===== config.mk =====
export PLATFORM = sky130hd
export DESIGN_NAME = mem_stage
export DESIGN_NICKNAME = d
export VERILOG_FILES = /design/src/rtl/mem_stage_pkg.sv /design/src/rtl/mem_watchdog.sv /design/src/rtl/mem_stage.sv
export SDC_FILE = /design/constraint.sdc
export NUM_CORES = 1
export LEC_CHECK = 0
export BUFFER_PORTS_ARGS = -buffer_cell sky130_fd_sc_hd__buf_2
export CAP_MARGIN = 25
export CORE_MARGIN = 1.5
export CORE_UTILIZATION = 30
export CTS_BUF_LIST = sky130_fd_sc_hd__clkbuf_8 sky130_fd_sc_hd__clkbuf_16
export DETAILED_ROUTE_END_ITERATION = 10
export GPL_ROUTABILITY_DRIVEN = 0
export GPL_TIMING_DRIVEN = 1
export MAX_ROUTING_LAYER = met4
export PLACE_DENSITY_LB_ADDON = 0.15
export SYNTH_ARGS = -nofsm -noshare
export SYNTH_HDL_FRONTEND = slang
export SYNTH_SLANG_ARGS = --single-unit

===== constraint.sdc =====
create_clock -name clk -period 9.3 [get_ports clk]
set_clock_uncertainty 0.15 [all_clocks]
set_input_delay 0 -clock clk [delete_from_list [all_inputs] [get_ports clk]]
set_output_delay 0 -clock clk [all_outputs]
set_load 0.01 [all_outputs]

===== src/rtl/mem_stage_pkg.sv =====
// Shared definitions for the MIPS memory stage: scalar typedefs, opcode
// constants, stage register layout and the memory-access state encoding.
package mem_stage_pkg;

  typedef logic [31:0] i32;
  typedef logic [5:0]  i6;
  typedef logic [4:0]  i5;
  typedef logic [3:0]  i4;
  typedef logic        i1;

  // Primary opcodes (instruction bits [31:26]); 0 doubles as the bubble icode.
  localparam i6 OP_SPECIAL = 6'h00;
  localparam i6 OP_ADDIU   = 6'h09;
  localparam i6 OP_LW      = 6'h23;
  localparam i6 OP_SW      = 6'h2b;

  // SPECIAL-group function codes.
  localparam i6 AC_ADDU    = 6'h21;
  localparam i6 AC_SUBU    = 6'h23;

  typedef enum logic [1:0] {
    IDLE = 2'd0,
    REQ  = 2'd1,
    WAIT = 2'd2,
    DONE = 2'd3
  } mem_state_t;

  typedef struct packed {
    i32 pc;
    i32 val3;
    i32 valt;
    i6  icode;
    i5  dst;
    i4  strobe;
  } stage_regs_t;

  function automatic i1 is_mem_op(input i6 icode);
    return (icode == OP_LW) || (icode == OP_SW);
  endfunction

endpackage


===== src/rtl/mem_watchdog.sv =====
// Bus-access watchdog: counts cycles spent waiting on the data bus and raises
// a one-cycle expire pulse on the MAX_WAIT-th cycle, plus a sticky error flag.
module mem_watchdog #(
  parameter int MAX_WAIT = 256
) (
  input  logic clk,
  input  logic reset,
  input  logic clr,
  input  logic en,
  output logic expire,
  output logic err
);

  localparam int CW = $clog2(MAX_WAIT + 1);

  logic [CW-1:0] r_cnt;
  logic          r_err;

  // Fires during the cycle that brings the count to MAX_WAIT, so the stage
  // leaves REQ/WAIT after exactly MAX_WAIT stalled cycles.
  assign expire = en && (r_cnt == CW'(MAX_WAIT - 1));
  assign err    = r_err;

  // NOTE: sequential state uses non-blocking assignments so every register
  // samples the pre-edge values, independent of statement order.
  always_ff @(posedge clk or posedge reset) begin
    if (reset) begin
      r_cnt <= '0;
      r_err <= 1'b0;
    end else begin
      if (clr) begin
        r_cnt <= '0;
      end else if (en) begin
        r_cnt <= r_cnt + CW'(1);
      end
      if (expire) begin
        r_err <= 1'b1;
      end
    end
  end

endmodule


===== src/rtl/mem_stage.sv =====
// MIPS memory stage: holds execute results, runs LW/SW over a valid/addr_ok/
// data_ok data bus, stalls upstream while an access is outstanding.
module mem_stage
  import mem_stage_pkg::*;
#(
  parameter int MAX_WAIT = 256
) (
  input  logic        clk,
  input  logic        reset,
  input  logic [31:0] e_pc,
  input  logic [31:0] e_val3,
  input  logic [31:0] e_valt,
  input  logic [5:0]  e_icode,
  input  logic [4:0]  e_dst,
  input  logic [3:0]  e_req,
  input  logic        m_bubble,
  output logic        dreq_valid,
  output logic [31:0] dreq_addr,
  output logic [3:0]  dreq_strobe,
  output logic [31:0] dreq_data,
  input  logic        dresp_addr_ok,
  input  logic        dresp_data_ok,
  input  logic [31:0] dresp_data,
  output logic        m_stall,
  output logic [31:0] m_pc,
  output logic [5:0]  m_icode,
  output logic [4:0]  m_dst,
  output logic [31:0] m_val,
  output logic        m_err
);

  stage_regs_t r_stage;
  mem_state_t  r_state;
  i32          r_wb;

  logic w_stall;
  logic w_advance;
  logic w_capture_mem;
  logic w_is_lw;
  logic w_expire;
  logic w_err;

  // NOTE: stall is decoded from registered state only, so no bus input has a
  // combinational path into the upstream hold logic.
  assign w_stall       = (r_state == REQ) || (r_state == WAIT);
  assign w_advance     = !w_stall;
  assign w_capture_mem = !m_bubble && is_mem_op(e_icode);
  assign w_is_lw       = (r_stage.icode == OP_LW);

  mem_watchdog #(
    .MAX_WAIT (MAX_WAIT)
  ) u_watchdog (
    .clk    (clk),
    .reset  (reset),
    .clr    (w_advance && w_capture_mem),
    .en     (w_stall),
    .expire (w_expire),
    .err    (w_err)
  );

  always_ff @(posedge clk or posedge reset) begin
    if (reset) begin
      r_stage <= '0;
      r_state <= IDLE;
      r_wb    <= '0;
    end else begin
      case (r_state)
        IDLE, DONE: begin
          if (m_bubble) begin
            r_stage <= '0;
          end else begin
            r_stage <= '{pc: e_pc, val3: e_val3, valt: e_valt,
                         icode: e_icode, dst: e_dst, strobe: e_req};
          end
          r_state <= w_capture_mem ? REQ : IDLE;
        end
        // data_ok without addr_ok belongs to no request of ours and is dropped.
        REQ: begin
          if (w_expire) begin
            r_state <= DONE;
            r_wb    <= '0;
          end else if (dresp_addr_ok && dresp_data_ok) begin
            r_state <= DONE;
            r_wb    <= w_is_lw ? dresp_data : r_stage.val3;
          end else if (dresp_addr_ok) begin
            r_state <= WAIT;
          end
        end
        WAIT: begin
          if (w_expire) begin
            r_state <= DONE;
            r_wb    <= '0;
          end else if (dresp_data_ok) begin
            r_state <= DONE;
            r_wb    <= w_is_lw ? dresp_data : r_stage.val3;
          end
        end
        default: r_state <= IDLE;
      endcase
    end
  end

  assign dreq_valid  = (r_state == REQ);
  assign dreq_addr   = r_stage.val3;
  assign dreq_strobe = (r_stage.icode == OP_SW) ? r_stage.strobe : 4'h0;
  assign dreq_data   = r_stage.valt;

  assign m_stall = w_stall;
  assign m_pc    = r_stage.pc;
  assign m_icode = r_stage.icode;
  assign m_dst   = r_stage.dst;
  assign m_val   = (r_state == DONE) ? r_wb : r_stage.val3;
  assign m_err   = w_err;

endmodule


==> impl_summary.md <==
Floorplan
The die covers 0.0254 sq mm. 294 I/O pins were placed. The floorplan row count is 57. The die width is 159 um. The placeable core region is 0.0242 sq mm. The initial standard-cell utilization of the core is 30.4%. Measured along the y axis, the die boundary spans 159 um.

Flow run
The total of max-cap violations is 0.

Synth
By instance count, the leading cell after synthesis is sky130_fd_sc_hd__dfrtp_1. A synthesized cell averages 12.2 sq um. The unique cell type count in the Yosys netlist is 38. The top cell type by total area after synthesis is sky130_fd_sc_hd__dfrtp_1. The synthesized netlist cell count is 604.

The proportion of synthesized flip-flops having asynchronous set or reset is 100%. The register bit count reported by yosys is 155. The number of flops mapped to enable cells by yosys is 0.

By area the synthesized netlist is led by sky130_fd_sc_hd__dfrtp_1 (53%), sky130_fd_sc_hd__a22o_1 (12%), sky130_fd_sc_hd__buf_4 (11%). By count the netlist is led by sky130_fd_sc_hd__dfrtp_1 (155), sky130_fd_sc_hd__buf_4 (107), sky130_fd_sc_hd__a22o_1 (100), sky130_fd_sc_hd__o2bb2ai_1 (35), sky130_fd_sc_hd__mux2i_1 (33). The net count after synthesis is 757. The share of the synthesized area in the top cell type is 52.8%. The sequential area share after synthesis is 52.8%. The post-synthesis instance area is 0.00734 sq mm. For this run, the number of Yosys warnings is 0. In the synthesized netlist the dominant register cell turns out to be sky130_fd_sc_hd__dfrtp_1.

CTS
The clock passes through at most 2 buffers. The number of gates resized after CTS was 0. The number of setup buffers added after CTS is 0. The number of sinks on the clock net is 155.

In this run the number of H-tree levels came out at 4. The CTS tree is done. TritonCTS created 17 clock buffers. Clock latency on the worst-skew pair, taken at its later pin, is 420 ps.

Clock-pin slew was measured on the worst setup and hold paths at 70 ps. The tree is rooted in a sky130_fd_sc_hd__clkbuf_16.

Placement
The post-detailed-placement half-perimeter wirelength is 12900 um. Buffers placed on the I/O ports in this run total 293.

Worst setup path
The worst setup path is launched from a flip-flop. STA classifies the critical path endpoint as a flip-flop. In this design, the stage delay of the slowest critical-path cell is 730 ps. Of all nets on the critical path, the largest fanout is 77. The slowest cell on the critical path is sky130_fd_sc_hd__buf_4.

The class of the most critical setup path is reg2reg. STA puts the critical path data arrival time at 3110 ps. The required arrival time at the worst endpoint is 9510 ps.

The signal on the critical path passes through inv_1 > ha_1 > inv_4 > buf_4 > o2bb2ai_1 > dlygate4sd3_1.

STA
The final count of hold timing violations is 0. The count of final max-slew check failures came to 0. The count of endpoints failing setup in the final report is 0.

The fraction of the cycle the final worst path needs is 31.2%. The summed negative setup slack over all endpoints is 0 ps. Setup repair after global routing left no endpoint under its margin. For the pin with the worst max-slew slack, the measured transition is 957 ps.

The relative slew slack is 36.2%. The smallest clock period supported by the final layout is computed as 2900 ps. The maximum operating frequency is 345 MHz.

GRT
The met1 global-route usage is 20.9%. The initial antenna violation count is 0. The global route total overflow is 0. The global-route met2 utilization is 27.4%. The met3 demand-to-capacity share in global routing is 3.70%.

Global routing consumed, over all layers together, 16.9% of the routing resources. The via count of the first global-routing pass is 6213. The first global-routing pass estimated 33000 um of wire.

Entering global routing, the biggest net connects 88 pins. After global routing, the most crowded layer is met2.

Layout
The repair_antennas step left the layout with diodes totalling 0. Of the cells placed in the final design, the portion with a size suffix greater than 1 is 38.6%. Relative to the synthesized area, the layout overhead comes to 41.8%.

Measured on the finished design, the core utilization comes to 43.1%. The layout net count is 1086.

Detailed routing
The first routing iteration left 208 violations. Summed over all layers, the routed wires come to 20700 um. The count of nets left with antenna violations after detail routing is 0. In the routed design, unresolved DRC markers number 0.

The average wire per cell in the routed design is 16.3 um. The first detailed-routing pass took 4 iterations. The average via count per standard cell is 4.61. The total vias in the final route is 5852.

Power
The total leakage power is 5.41 nW. The power per standard cell area is 318 mW/mm^2. The peak supply drop is 0.163 mV.

Outcome
The run finished with clean final reports.

Worst hold path
The tightest min-delay check is of the in2async type.
-- critical path: cells and delay by family (launching register included) --
kind            cells  cell delay (ps)
compound gates      1              190
buf+inv             4             1720
fa+ha+maj           1              340
flops               1              380
-- cell usage in the layout (no fill, tap or decap), types with 11 or more instances in the layout --
cell type,count
sky130_fd_sc_hd__dfrtp_1,155
sky130_fd_sc_hd__mux2_2,27
sky130_fd_sc_hd__buf_2,293
sky130_fd_sc_hd__a22o_1,100
sky130_fd_sc_hd__mux2i_1,33
sky130_fd_sc_hd__o2bb2ai_1,35
sky130_fd_sc_hd__o21ai_0,11
sky130_fd_sc_hd__clkbuf_16,17
sky130_fd_sc_hd__nand2_1,28
sky130_fd_sc_hd__inv_1,11
sky130_fd_sc_hd__dlygate4sd3_1,158
-- worst paths after layout --
kind | from | end | slack (ps) | cells past startpoint
max | r_state[0] | m_icode[4] | 6400 | 6
min | reset | dreq_data[5] | 130 | 3
max reg2reg | r_state[0] | m_icode[4] | 6400 | 6
min reg2reg | u_watchdog.err | u_watchdog.err | 320 | 1
max in group asynchronous | reset | m_pc[20] | 7400 | 4
min in group clk | e_pc[27] | m_pc[27] | 160 | 3
-- metal layers --
metal / part of all wire, % / wire (um)
met1: 46 / 9480
met2: 48 / 9940
met3: 4.9 / 1020
met4: 1.4 / 282
met5: 0 / 0
-- final cells by class --
class                           count  area, sq um
Clock buffer                       17          425
Clock inverter                     15          150
Fill cell                        2227        13800
Inverter                           13         56.3
Multi-Input combinational cell    288         2360
Sequential cell                   155         3880
Tap cell                          324          405
Timing Repair Buffer              458         3130
-- timing repair --
action | in CTS | in global routing
endpoints found under the setup margin | 0 | 0
hold buffers | 157 | 1
endpoints found under the hold margin | 235 | 4
-- kinds of logic (layout without fill, tap and decap cells) --
family	count (synthesis)	in the layout	share of synthesized area [%]
AO/OA/AOI/OAI	167	167	18.6
adder cells (fa/ha/maj)	5	5	0.852
flip-flops	155	155	52.8
XOR/XNOR	4	4	0.477
buffers and inverters	161	503	15.1
multiplexers	60	60	8.64
AND/OR/NAND/NOR	52	52	3.49
-- where the power goes --
group	switching, mW	total (mW)	leakage, nW	internal (mW)
sequential	0.169	1.10	2.01	0.931
combinational	0.847	1.52	3.11	0.676
clock	0.326	0.684	0.279	0.358
total	1.34	3.31	5.41	1.97
-- sequential cells by signal, indices dropped and copies added (netlist names) --
signal / flops
dreq_addr: 32
dreq_data: 32
m_dst: 5
m_icode: 6
m_pc: 32
r_stage: 4
r_state: 2
r_wb: 32
u_watchdog.err: 1
u_watchdog.r_cnt: 9
-- metrics by stage --
stage | std cells | area (sq um) | power [mW] | setup WS [ps] | hold slack [ps]
3_5_place_dp | 1079 | 8230 | 2.56 | 6160 | 63.5
4_1_cts | 1268 | 10400 | 3.33 | 6150 | 7.15
2_1_floorplan | 604 | 7340 | 2.27 | 4970 | -57.4
3_3_place_gp | 1078 | 8200 | 2.50 | 6330 | 54.6
5_1_grt | 1270 | 10400 | 3.53 | 6260 | 140
6_report | 1270 | 10400 | 3.31 | 6400 | 126
Power figures use the tool's default switching activity.
